===== config.mk =====
export PLATFORM = sky130hd
export DESIGN_NAME = clk_25mhz_divider_flat
export DESIGN_NICKNAME = d
export VERILOG_FILES = /design/src/rtl/clk_25mhz_divider_if.sv /design/src/rtl/clk_25mhz_divider.sv /design/src/flat_wrapper.sv
export SDC_FILE = /design/constraint.sdc
export NUM_CORES = 1
export LEC_CHECK = 0
export CAP_MARGIN = 20
export CORE_AREA = 3 3 40 42
export DETAILED_ROUTE_END_ITERATION = 8
export DIE_AREA = 0 0 43 45
export PLACE_DENSITY = 0.47
export SETUP_SLACK_MARGIN = 0.2
export SLEW_MARGIN = 10
export SYNTH_ARGS = -nofsm -noshare
export SYNTH_HDL_FRONTEND = slang
export SYNTH_SLANG_ARGS = --single-unit

===== constraint.sdc =====
create_clock -name CLKIN -period 1.22 [get_ports CLKIN]
set_clock_uncertainty 0.15 [all_clocks]
set_input_delay 0.305 -clock CLKIN [delete_from_list [all_inputs] [get_ports CLKIN]]
set_output_delay 0.305 -clock CLKIN [all_outputs]
set_load 0.01 [all_outputs]

===== src/rtl/clk_25mhz_divider_if.sv =====
// Carries the divided clock from the divider to the VGA timing/driver logic.
`timescale 1ns/1ps
interface clk_25mhz_divider_if;
  logic CLKOUT;

  modport master (output CLKOUT);
  modport slave  (input  CLKOUT);
endinterface


===== src/rtl/clk_25mhz_divider.sv =====
// Divides CLKIN by DIVIDE into a registered 50% duty clock; first rise on the DIVIDE/2-th edge after release.
// No flow control: free-running whenever ACLR_L is high, cleared low asynchronously.
`timescale 1ns/1ps
module clk_25mhz_divider #(
  parameter int DIVIDE = 4,
  parameter int CNT_W  = 8
) (
  input  logic                 CLKIN,
  input  logic                 ACLR_L,
  clk_25mhz_divider_if.master  out_if
);

  localparam int HALF = DIVIDE / 2;

  if (DIVIDE < 2 || (DIVIDE % 2) != 0) begin : g_bad_divide
    $error("clk_25mhz_divider: DIVIDE must be even and >= 2");
  end

  if ((2 ** CNT_W) < HALF) begin : g_bad_cnt_w
    $error("clk_25mhz_divider: CNT_W too narrow for DIVIDE/2");
  end

  logic clk_q;

  if (HALF == 1) begin : g_div2
    always_ff @(posedge CLKIN or negedge ACLR_L) begin
      if (!ACLR_L) begin
        clk_q <= 1'b0;
      end else begin
        clk_q <= ~clk_q;
      end
    end
  end else begin : g_divn
    localparam logic [CNT_W-1:0] TERM = CNT_W'(HALF - 1);

    logic [CNT_W-1:0] cnt;

    // Anything at or above TERM wraps, so an upset count recovers in one edge.
    always_ff @(posedge CLKIN or negedge ACLR_L) begin
      if (!ACLR_L) begin
        cnt   <= '0;
        clk_q <= 1'b0;
      end else if (cnt >= TERM) begin
        cnt   <= '0;
        clk_q <= ~clk_q;
      end else begin
        cnt   <= cnt + 1'b1;
      end
    end
  end

  assign out_if.CLKOUT = clk_q;

endmodule


===== src/flat_wrapper.sv =====
// flat-port wrapper written by rule: the top's interface ports become plain ports
module clk_25mhz_divider_flat 
#(
  parameter int DIVIDE = 4,
  parameter int CNT_W  = 8
)
  (CLKIN, ACLR_L, out_if_CLKOUT);
  clk_25mhz_divider_if out_if_i ();
  input  logic CLKIN;
  input  logic ACLR_L;
  output wire logic [$bits(out_if_i.CLKOUT)-1:0] out_if_CLKOUT;
  assign out_if_CLKOUT = out_if_i.CLKOUT;
  clk_25mhz_divider #(.DIVIDE(DIVIDE), .CNT_W(CNT_W)) u_core (.CLKIN(CLKIN), .ACLR_L(ACLR_L), .out_if(out_if_i));
endmodule

==> metrics.md <==
| Metric | Value |
|---|---|
| Fillers | approximately 130 |
| Clk slew on worst S/H paths | 60 ps |
| Period minus WS final | 1350 ps |
| Pre-CTS WS | -153 ps |
| Sequential element share of the synthesized area | 0.650 |
| Remaining global-route overflow | 0 |
| WS Path Type | reg -> reg |
| Final Hold Fails | 0 |
| Register bit total from synthesis | 9 |
| Post-CTS Hold Buffers | 0 |
| Power density over cell area | 1400 nW/um^2 |
| Kind of start point of the critical path | register |
| Vias/cell | ~3.8 |
| Syn avg cell area | 15.1 um^2 |
| Min-delay worst type | in -> async |
| Vias in the first global route | 200 |
| Combinational family with the most area after synthesis | simple AND/OR/NAND/NOR gates |
| CP top delay family | flip-flops |
| Starting Density | 0.270 |
| Post-Syn Area | between 300 and 400 um^2 |
| Dpl cells | 46 |
| Max-cap violations | 0 |
| Min setup slack post-route | -131 ps |
| Leakage | approximately 0.23 nW |
| Clock tree sinks | 9 |
| DP HPWL | about 360 um |
| Final wirelength | 572 um |
| Share of post-route cells with drive strength above 1 | 0.474 |
| Switching Share | 0.243 |
| DRC Markers | 0 |
| Failing checks | negative setup slack |
| Setup-failing EPs final | 5 |
| H-tree depth | 1 |
| Critical Path AT | 1350 ps |
| Worst R2R Start | u_core.g_divn.cnt[0]$_DFF_PN0_ |
| Layout Cells excl Fill | 53 |
| Tot GR Track Use | 0.0699 |
| Internal | between 0.0005 and 0.0006 W |
| First-pass GRT wire length | 855 um |
| WP data required | 1220 ps |
| Reg-to-Reg End | u_core.out_if.CLKOUT$_DFFE_PN0P_ |
| RSZ-0062 raised after global routing | true |
| Skew-Pair Late Insertion Delay | about 260 ps |
| Die height | 45 um |
| Fmax achieved | roughly 0.74 GHz |
| Area share of the largest cell type after synthesis | 0.650 |
| Clk buf depth | 2 |
| Slew Viols, Final | 0 |
| DR WL/cell | 10.8 um |
| DRT Pass-1 Iters | 2 |
| CTS buffer count | 3 |
| Crit-path max cell delay | 410 ps |
| Largest net degree at the start of global routing | 10 |
| Critical path, cell by cell | ha_1 -> nor4_4 -> nand2_2 -> xor2_1 |
| Area of the core | approximately 1300 um^2 |
| Worst Reg-to-Reg Cells | 4 |
| Post-synthesis adder-cell area fraction | 0.108 |
| Part of the power in combinational logic | 0.162 |
| Layout Nets | 44 |
| Gate Count Post-Synth | 23 |
| Reg2reg setup slack | -130 ps |
| Sequential power share | 0.502 |
| Site Rows | 13 |
| DR vias | 200 |
| Clock power frac | 0.335 |
| Synth warn | 0 |
| Leading area contributor after synthesis | dfrtp_1 |
| ANT cells | 0 |
| Compound-Gate Fraction of Synth Area | 0 |
| CP Capture Type | register |
| Status | finished, violations left |
| Xor and xnor area share after synthesis | 0.0505 |
| Antenna-violating nets left | 0 |
| Initial antenna violation count | 0 |
| IO Pins | 3 |
| Initial DRC Count | 2 |
| Port bufs | 2 |
| VDD IR max | 0.615 mV |
| Clock root cell | clkbuf_4 |
| Die Wd | 43 um |
| Area Growth Syn to Fin | 40.4% |
| TritonCTS clock tree | built |
| Worst-path cell with the longest stage delay | dfrtp_1 |
| Area contributors post-synth | dfrtp_1 65%, ha_1 11%, nor4b_4 6.9% |
| Worst Path Max Fanout | 3 |
| RePlAce Congestion | 0.587 |
| Final worst-path cycle share | 1.11 |
| Die area | 1940 um^2 |
| Simple-gate share of the synthesized area | 0.159 |
| Synth unique cells | 11 |
| Buf/Inv on CP | 0 |
| Post-synthesis mux area share | 0 |
| Psw | around 0.00017 W |
==> power groups by stage <==
| stage | clock (W) | sequential, W | combinational, W |
|---|---|---|---|
| finish | 0.000228 | 0.000341 | 0.000110 |
| global route | 0.000259 | 0.000343 | 0.000120 |
| CTS | 0.000234 | 0.000341 | 0.0000828 |
| detailed placement | 0 | 0.000346 | 0.0000989 |
| global placement | 0 | 0.000343 | 0.0000993 |
| floorplan | 0 | 0.000355 | 0.0000177 |
==> how the worst max path moves through the flow <==
stage | slack [ps] | to | cells after the start | startpoint
floorplan | -70 | u_core.out_if.CLKOUT$_DFFE_PN0P_ | 5 | u_core.g_divn.cnt[0]$_DFF_PN0_
CTS | -140 | u_core.out_if.CLKOUT$_DFFE_PN0P_ | 5 | u_core.g_divn.cnt[0]$_DFF_PN0_
global route | -190 | u_core.out_if.CLKOUT$_DFFE_PN0P_ | 4 | u_core.g_divn.cnt[0]$_DFF_PN0_
finish | -130 | u_core.out_if.CLKOUT$_DFFE_PN0P_ | 4 | u_core.g_divn.cnt[0]$_DFF_PN0_
global placement | -130 | u_core.out_if.CLKOUT$_DFFE_PN0P_ | 5 | u_core.g_divn.cnt[1]$_DFF_PN0_
detailed placement | -150 | u_core.out_if.CLKOUT$_DFFE_PN0P_ | 5 | u_core.g_divn.cnt[1]$_DFF_PN0_
==> worst reg2reg max path: cells and delay by family, from the launching register on <==
| kind | cells | cell delay (ps) |
|---|---|---|
| flops | 1 | 410 |
| simple gates | 2 | 290 |
| fa+ha+maj | 1 | 240 |
| xor+xnor | 1 | 150 |
==> per-layer routing <==
metal | vias to the layer above | GRT usage | routed length, um
li1 | 96 | - | -
met1 | 96 | 0.0623 | 185
met2 | 4 | 0.102 | 336
met3 | 4 | 0.0478 | 35
met4 | 0 | 0.0723 | 15
met5 | - | 0 | 0
==> cells by family (layout without fill, tap and decap cells) <==
kind of cell,after synthesis,in the layout
and+or+nand+nor,6,6
buffers and inverters,2,13
xor gates and xnor gates,2,2
other,1,5
DFF,9,9
adders and majority gates,3,3
==> cell usage after synthesis <==
cell,count
inv_1,2
nor2_1,2
and3_2,1
nand2_1,1
conb_1,1
nor4_2,1
xor2_1,1
nor4b_4,1
dfrtp_1,9
ha_1,3
xnor2_1,1
==> layout make-up <==
type                    instances  area [um^2]  share of cell area
clock buffers                   3         22.5              0.0463
inverters                       2         7.51              0.0154
multi-input cells              16          155               0.319
clock inverters                 1         5.00              0.0103
repair buffers                  7         52.6               0.108
flip-flops and latches          9          225               0.463
well taps                      15         18.8              0.0386
==> registers in the layout (all words and copies together) (netlist names) <==
| name | count |
|---|---|
| u_core.g_divn.cnt | 8 |
| u_core.out_if.CLKOUT | 1 |
==> placed cells by master (no fill, tap or decap), types with 2 or more instances in the layout <==
| cell | n |
|---|---|
| buf_4 | 5 |
| clkbuf_4 | 3 |
| conb_1 | 5 |
| dfrtp_1 | 9 |
| inv_2 | 2 |
| nor2_1 | 2 |
==> repair_timing <==
action                     CTS  global route
resized for setup            5             6
pin swaps                    0             1
setup endpoints to repair    5             5
setup buffers                1             2
==> stage by stage <==
step	power (W)	instance area [um^2]	TNS (ps)	utilization	hold slack [ps]
after floorplan	0.000373	362	-68.9	-	-141
after CTS	0.000657	448	-316	0.349	185
after detailed placement	0.000445	415	-382	0.323	395
final	0.000679	487	-290	0.379	185
after global placement	0.000443	415	-275	0.323	379
after global routing	0.000722	487	-543	0.379	200
(Power assumes the default switching activity.)
